==> src/rtl/keypad_entry_sequencer_if.sv <==
// Keypad sequencer bus: encoder input, entry handshake and status outputs.
// master = sequencer side, slave = encoder/lock side.
interface keypad_entry_sequencer_if #(
  parameter int unsigned DIGITS = 4
);
  localparam int unsigned LEN_W  = $clog2(DIGITS + 1);
  localparam int unsigned CODE_W = 4 * DIGITS;

  logic [3:0]        key_code;
  logic              key_valid;
  logic              entry_ready;
  logic              entry_valid;
  logic [CODE_W-1:0] entry_code;
  logic [LEN_W-1:0]  entry_len;
  logic              key_strobe;
  logic              overflow;
  logic              busy;
  logic              timeout;

  modport master (
    input  key_code, key_valid, entry_ready,
    output entry_valid, entry_code, entry_len, key_strobe, overflow, busy, timeout
  );

  modport slave (
    output key_code, key_valid, entry_ready,
    input  entry_valid, entry_code, entry_len, key_strobe, overflow, busy, timeout
  );
endinterface

==> src/rtl/keypad_entry_sequencer.sv <==
// Debounces 12-key encoder output into PIN entries and hands them to the lock FSM.
// Optional inter-key idle timeout is built only when KEYPAD_TIMEOUT_EN is defined.
module keypad_entry_sequencer #(
  parameter int unsigned DIGITS         = 4,
  parameter int unsigned DEBOUNCE       = 16,
  parameter int unsigned TIMEOUT_CYCLES = 1000000
) (
  input  logic clk,
  input  logic rst_n,
  keypad_entry_sequencer_if.master bus
);
  localparam int unsigned LEN_W   = $clog2(DIGITS + 1);
  localparam int unsigned CODE_W  = 4 * DIGITS;
  localparam int unsigned CNT_MAX = (DEBOUNCE > TIMEOUT_CYCLES) ? DEBOUNCE : TIMEOUT_CYCLES;
  localparam int unsigned CNT_W   = $clog2(CNT_MAX + 1);

  localparam logic [CNT_W-1:0] DB_LIMIT   = CNT_W'(DEBOUNCE);
  localparam logic [CNT_W-1:0] CNT_SAT    = CNT_W'(CNT_MAX);
  localparam logic [LEN_W-1:0] LEN_FULL   = LEN_W'(DIGITS);
  localparam logic [3:0]       KEY_CLEAR  = 4'd10;
  localparam logic [3:0]       KEY_ENTER  = 4'd11;
  localparam logic [3:0]       KEY_LIMIT  = 4'd12;

  typedef enum logic [2:0] {
    S_IDLE,
    S_DB_PRESS,
    S_HELD,
    S_DB_RELEASE,
    S_SUBMIT
  } state_t;

  state_t            state;
  logic [3:0]        code_q;
  logic [CNT_W-1:0]  cnt;
  logic [CODE_W-1:0] buffer;
  logic [LEN_W-1:0]  entry_len;
  logic              entry_valid;
  logic              key_strobe;
  logic              overflow;
  logic              busy;
  logic              key_hit_c;

  // Codes 12-15 behave exactly like no key pressed.
  assign key_hit_c = bus.key_valid && (bus.key_code < KEY_LIMIT);

`ifdef KEYPAD_TIMEOUT_EN
  localparam logic [CNT_W-1:0] TO_LAST = CNT_W'(TIMEOUT_CYCLES - 1);
  logic [CNT_W-1:0] idle_cnt;
  logic             timeout;
`endif

  always_ff @(posedge clk or negedge rst_n) begin
    if (!rst_n) begin
      state       <= S_IDLE;
      code_q      <= '0;
      cnt         <= '0;
      buffer      <= '0;
      entry_len   <= '0;
      entry_valid <= 1'b0;
      key_strobe  <= 1'b0;
      overflow    <= 1'b0;
      busy        <= 1'b0;
`ifdef KEYPAD_TIMEOUT_EN
      idle_cnt    <= '0;
      timeout     <= 1'b0;
`endif
    end else begin
      key_strobe <= 1'b0;
`ifdef KEYPAD_TIMEOUT_EN
      timeout    <= 1'b0;
`endif
      case (state)
        S_IDLE: begin
          if (key_hit_c) begin
            state  <= S_DB_PRESS;
            code_q <= bus.key_code;
            cnt    <= CNT_W'(1);
            busy   <= 1'b1;
`ifdef KEYPAD_TIMEOUT_EN
            idle_cnt <= '0;
`endif
          end
`ifdef KEYPAD_TIMEOUT_EN
          // A partial entry left idle too long is discarded.
          else if (entry_len != '0) begin
            if (idle_cnt >= TO_LAST) begin
              buffer    <= '0;
              entry_len <= '0;
              overflow  <= 1'b0;
              timeout   <= 1'b1;
              idle_cnt  <= '0;
            end else begin
              idle_cnt <= idle_cnt + CNT_W'(1);
            end
          end
`endif
        end

        S_DB_PRESS: begin
          // The count already covers DEBOUNCE samples: accept regardless of this cycle's input.
          if (cnt >= DB_LIMIT) begin
            key_strobe <= 1'b1;
            state      <= S_HELD;
            if (code_q == KEY_CLEAR) begin
              buffer    <= '0;
              entry_len <= '0;
              overflow  <= 1'b0;
            end else if (code_q == KEY_ENTER) begin
              if (entry_len != '0) begin
                entry_valid <= 1'b1;
                state       <= S_SUBMIT;
              end
            end else if (entry_len < LEN_FULL) begin
              for (int i = 0; i < DIGITS; i++) begin
                if (entry_len == LEN_W'(i)) buffer[4*i +: 4] <= code_q;
              end
              entry_len <= entry_len + LEN_W'(1);
            end else begin
              overflow <= 1'b1;
            end
          end else if (!key_hit_c) begin
            state <= S_IDLE;
            busy  <= 1'b0;
          end else if (bus.key_code != code_q) begin
            code_q <= bus.key_code;
            cnt    <= CNT_W'(1);
          end else if (cnt != CNT_SAT) begin
            cnt <= cnt + CNT_W'(1);
          end
        end

        S_HELD: begin
          if (!key_hit_c) begin
            state <= S_DB_RELEASE;
            cnt   <= CNT_W'(1);
          end
        end

        S_DB_RELEASE: begin
          if (cnt >= DB_LIMIT) begin
            state <= S_IDLE;
            busy  <= 1'b0;
          end else if (key_hit_c) begin
            state <= S_HELD;
          end else if (cnt != CNT_SAT) begin
            cnt <= cnt + CNT_W'(1);
          end
        end

        S_SUBMIT: begin
          // Entry is frozen until the lock FSM takes it.
          if (entry_valid && bus.entry_ready) begin
            entry_valid <= 1'b0;
            buffer      <= '0;
            entry_len   <= '0;
            overflow    <= 1'b0;
            state       <= S_HELD;
          end
        end

        default: begin
          state <= S_IDLE;
          busy  <= 1'b0;
        end
      endcase
    end
  end

  assign bus.entry_valid = entry_valid;
  assign bus.entry_code  = buffer;
  assign bus.entry_len   = entry_len;
  assign bus.key_strobe  = key_strobe;
  assign bus.overflow    = overflow;
  assign bus.busy        = busy;
`ifdef KEYPAD_TIMEOUT_EN
  assign bus.timeout     = timeout;
`else
  assign bus.timeout     = 1'b0;
`endif

endmodule

==> src/flat_wrapper.sv <==
// flat-port wrapper written by rule: the top's interface ports become plain ports
module keypad_entry_sequencer_flat 
#(
  parameter int unsigned DIGITS         = 4,
  parameter int unsigned DEBOUNCE       = 16,
  parameter int unsigned TIMEOUT_CYCLES = 1000000
)
  (clk, rst_n, bus_key_code, bus_key_valid, bus_entry_ready, bus_entry_valid, bus_entry_code, bus_entry_len, bus_key_strobe, bus_overflow, bus_busy, bus_timeout);
  keypad_entry_sequencer_if #(.DIGITS(DIGITS)) bus_i ();
  input  logic clk;
  input  logic rst_n;
  input wire logic [$bits(bus_i.key_code)-1:0] bus_key_code;
  input wire logic [$bits(bus_i.key_valid)-1:0] bus_key_valid;
  input wire logic [$bits(bus_i.entry_ready)-1:0] bus_entry_ready;
  output wire logic [$bits(bus_i.entry_valid)-1:0] bus_entry_valid;
  output wire logic [$bits(bus_i.entry_code)-1:0] bus_entry_code;
  output wire logic [$bits(bus_i.entry_len)-1:0] bus_entry_len;
  output wire logic [$bits(bus_i.key_strobe)-1:0] bus_key_strobe;
  output wire logic [$bits(bus_i.overflow)-1:0] bus_overflow;
  output wire logic [$bits(bus_i.busy)-1:0] bus_busy;
  output wire logic [$bits(bus_i.timeout)-1:0] bus_timeout;
  assign bus_i.key_code = bus_key_code;
  assign bus_i.key_valid = bus_key_valid;
  assign bus_i.entry_ready = bus_entry_ready;
  assign bus_entry_valid = bus_i.entry_valid;
  assign bus_entry_code = bus_i.entry_code;
  assign bus_entry_len = bus_i.entry_len;
  assign bus_key_strobe = bus_i.key_strobe;
  assign bus_overflow = bus_i.overflow;
  assign bus_busy = bus_i.busy;
  assign bus_timeout = bus_i.timeout;
  keypad_entry_sequencer #(.DIGITS(DIGITS), .DEBOUNCE(DEBOUNCE), .TIMEOUT_CYCLES(TIMEOUT_CYCLES)) u_core (.clk(clk), .rst_n(rst_n), .bus(bus_i));
endmodule
==> config.mk <==
export PLATFORM = sky130hd
export DESIGN_NAME = keypad_entry_sequencer_flat
export DESIGN_NICKNAME = d
export VERILOG_FILES = /design/src/rtl/keypad_entry_sequencer_if.sv /design/src/rtl/keypad_entry_sequencer.sv /design/src/flat_wrapper.sv
export SDC_FILE = /design/constraint.sdc
export NUM_CORES = 1
export LEC_CHECK = 0
export ABC_AREA = 0
export BUFFER_PORTS_ARGS = -buffer_cell sky130_fd_sc_hd__buf_2
export CAP_MARGIN = 20
export CORE_MARGIN = 4
export CORE_UTILIZATION = 62
export DETAILED_ROUTE_END_ITERATION = 7
export GPL_ROUTABILITY_DRIVEN = 0
export PLACE_DENSITY = 0.84
export SETUP_SLACK_MARGIN = 0.1
export SLEW_MARGIN = 20
export SYNTH_ARGS = -nofsm -noshare
export SYNTH_HDL_FRONTEND = slang
export SYNTH_SLANG_ARGS = --single-unit
==> constraint.sdc <==
create_clock -name clk -period 3.7 [get_ports clk]
set_input_delay 0.74 -clock clk [delete_from_list [all_inputs] [get_ports clk]]
set_output_delay 0.74 -clock clk [all_outputs]
set_load 0.01 [all_outputs]
==> summary.txt <==
Clock tree
  – Cts hold-fix bufs: 0
  – Setup bufs post-CTS: 0
  – CTS tree: done
  – Clk sink count: 50
  – Reg clk slew, reported paths: about 0.09 ns
  – Latest clock arrival within the worst-skew pair: between 0.3 and 0.4 ns
  – CTS max path bufs: 2
  – Root buf cell: clkbuf_8
  – H-tree depth: 2
  – CTS Buf Count: 5
  – Post-CTS Resized: 0

Critical path
  – WP data required: 3.86 ns
  – Reg2reg path depth: 5
  – CP Buf/Inv Count: 1
  – Max stage delay on crit path: about 0.74 ns
  – Slowest cell on the critical path: nor3_2
  – CP Data Arrival Time: between 2 and 2.5 ns
  – Crit. End Element: flop
  – Reg-to-Reg Start: u_core.cnt[12]$_DFFE_PN0P_
  – CP Max Fanout: 13
  – Critical Path, Cell by Cell: buf_2 -> a21boi_1 -> mux2i_1 -> nor3_2 -> nor2_1
  – R2r setup slk: approximately 1.4 ns
  – Crit-path leading delay family: simple AND/OR/NAND/NOR gates
  – Reg2Reg Capture Point: u_core.cnt[2]$_DFFE_PN0P_
  – Startpoint types: input pin
  – Critical path class: input pin to flop

Routing
  – DRT antenna net count: 0
  – Via count: a little under 2000
  – WL final: 5402 um
  – Vias/cell: roughly 6
  – Remaining DRCs: 0
  – Avg WL per Cell: approximately 17 um
  – 1st-pass router iterations: 4
  – Initial DRC Count: 97

Pwr
  – P_int: 0.9529 mW
  – Peak VDD IR: 0.4651 mV
  – Sw Ratio: between 30% and 40%
  – Pwr dens: 501.1 nW/um2
  – Switch Pwr: roughly 0.53 mW
  – Clock power share: between 20% and 30%
  – Reg power frac: between 40% and 50%
  – Leak Pwr: roughly 1.4 nW
  – Gate power share: about 28%

Yosys
  – Mapped Cells: 240
  – Synth Register Bits: 50
  – Yosys warnings: 0
  – Sequential fraction of the synthesis area: roughly 47%
  – FFs w/ async S/R, synth: 100.0%
  – Ys flop type: dfrtp_1
  – Library cells used by synthesis: 52
  – Mapped Nets: 255
  – Post-synth EDFFs: 0
  – Syn Area/Cell: 11.13 um2
  – Mapped Area: approximately 2700 um2

STA
  – Period utilization: 62.85%
  – Final Hold Fails: 0
  – Final-report max-slew violation count: 0
  – RSZ-0062 raised after global routing: no
  – Max Freq: roughly 0.43 GHz
  – Max_slew headroom: roughly 42%
  – Clock Skew: around 0.0032 ns
  – Fin crit period: 2.325 ns
  – TNS Setup: 0 ns
  – Final setup vio count: 0
  – Slew @ Worst Pin: approximately 0.84 ns

Finish
  – Fill cells: between 200 and 300
  – Layout area overhead: 10.97%
  – Sequential cell area: between 1000 and 1500 um2
  – # diodes: 0
  – Fin nets: approximately 290
  – Share of cells above drive strength 1: between 20% and 30%
  – Multi-input logic area: ~1400 um2
  – Final cell count without fillers: roughly 320

Placement
  – Detailed Place HPWL: just under 4000 um
  – I/O Buffers: 30
  – Dpl cells: around 310

Global routing
  – Global Route Usage Sum: approximately 22%
  – First-pass GRT wire length: 9032 um
  – Pin count of the biggest net entering global routing: 51
  – Grt ovf: 0
  – Vias in the first global route: about 1800
  – Initial antenna violation count: 0

Die
  – Die area: between 5000 and 6000 um2
  – Initial core utilization: about two thirds
  – I/O pin total: 32
  – Height of the die: approximately 74 um
  – Die X: roughly 74 um
  – Num rows: 23
  – Core ar.: ~4000 um2

Job
  – Max-cap violation count: 0

Run status
  – Status: completed

Min path
  – Hold crit path type: input pin to asynchronous set/reset pin
## logic make-up after synthesis
family          count (synthesis)  synth area share (%)
other cells                     1                0.1404
fa+ha+maj                       7                 3.280
buf+inv                        16                 2.577
mux                            26                 13.07
simple gates                   93                 19.64
flops                          50                 46.86
xor+xnor                        4                 1.312
compound gates                 43                 13.12
## how the worst max path moves through the flow
stage                               start  cells past startpoint  slack, ns                         end
after floorplan             bus_key_valid                      6       1.63  u_core.cnt[14]$_DFFE_PN0P_
after global placement    bus_key_code[3]                      5       1.14  u_core.cnt[15]$_DFFE_PN0P_
after detailed placement  bus_key_code[3]                      5       1.02   u_core.cnt[6]$_DFFE_PN0P_
after CTS                 bus_key_code[3]                      5       1.37   u_core.cnt[6]$_DFFE_PN0P_
after global routing      bus_key_code[3]                      5       1.16   u_core.cnt[4]$_DFFE_PN0P_
final                     bus_key_code[3]                      5       1.37   u_core.cnt[6]$_DFFE_PN0P_
## layout make-up
class / instances / share of cell area [%]
multi-input cells: 174 / 45.57
flip-flops and latches: 50 / 42.23
repair buffers: 30 / 5.152
clock buffers: 5 / 2.323
well taps: 50 / 2.111
clock inverters: 3 / 1.351
inverters: 10 / 1.267
## flip-flops by register name (all words and copies together), names as in the netlist
signal and flops:
u_core.bus.overflow 1, u_core.state 3, u_core.bus.busy 1, u_core.bus.entry_len 3, u_core.cnt 20, u_core.bus.entry_valid 1, u_core.code_q 4, u_core.bus.key_strobe 1
u_core.bus.entry_code 16
## synthesized netlist by cell type (all sizes together) (2+ instances only)
cell type  count  share of area [%]
dfrtp         50                 47
nor3b          2               0.75
nand2b         2               0.47
xnor2          4                1.3
a21oi         16                4.7
o31ai          2               0.56
buf            5                1.0
nand2         13                1.8
nor2          22                3.1
a21boi         2               0.56
a21o           2               0.56
o21ai          5                1.5
ha             7                3.3
nand3         10                2.2
o41ai          3               0.98
nor4           4                1.2
mux2          23                 12
nor3          11                2.2
nand4          4               0.94
nor2b          6                1.4
and3           4               0.94
inv           10                1.4
and2           9                2.1
a41oi          2               0.66
mux2i          3                1.1
a31oi          6                1.4
## power groups by stage
stage / registers [mW] / clock network [mW] / logic, mW
3_3_place_gp: 0.690 / 0 / 0.397
5_1_grt: 0.699 / 0.408 / 0.459
3_5_place_dp: 0.694 / 0 / 0.411
2_1_floorplan: 0.667 / 0 / 0.330
4_1_cts: 0.684 / 0.386 / 0.415
6_report: 0.687 / 0.383 / 0.415
## placed cells by master, fill, tap and decap left out, drive strengths merged, types with 2 or more instances in the layout
cell type and n:
nand2 13, a21boi 2, nor3 11, inv 10, o31ai 2, and3 4, xnor2 4, a41oi 2
a21oi 16, ha 7, nor4 4, a21o 2, mux2i 3, a31oi 6, nand3 10, o21ai 5
nand4 4, and2 9, nor3b 2, clkinv 2, buf 30, nand2b 2, mux2 23, clkbuf 5
nor2b 6, o41ai 3, nor2 22, dfrtp 50
## through the flow
stage / area [um2] / setup WS, ns / total power [mW] / hold slack (ns) / utilization [%]
final: 2963 / 1.375 / 1.485 / 0.4330 / 72.50
after global routing: 2963 / 1.159 / 1.566 / 0.4746 / 72.50
after CTS: 2960 / 1.366 / 1.484 / 0.5165 / 72.44
after detailed placement: 2851 / 1.024 / 1.105 / 0.4914 / 69.78
after global placement: 2851 / 1.143 / 1.087 / 0.4932 / 69.78
after floorplan: 2670 / 1.629 / 0.9962 / 0.4444 / -
## layer usage
| metal | vias up | wire (um) | track usage [%] |
|---|---|---|---|
| met2 | 68 | 2552 | 33.37 |
| met4 | 0 | 38 | 7.243 |
| li1 | 930 | - | - |
| met5 | - | 0 | 0 |
| met3 | 4 | 373 | 5.198 |
| met1 | 955 | 2437 | 29.98 |
## worst reg2reg max path, delay by kind of cell (launching register included)
family	cells	cell delay, ns
simple gates	3	0.90
compound gates	2	0.87
flops	1	0.43
Note: power is estimated with default switching activity, not from simulation.
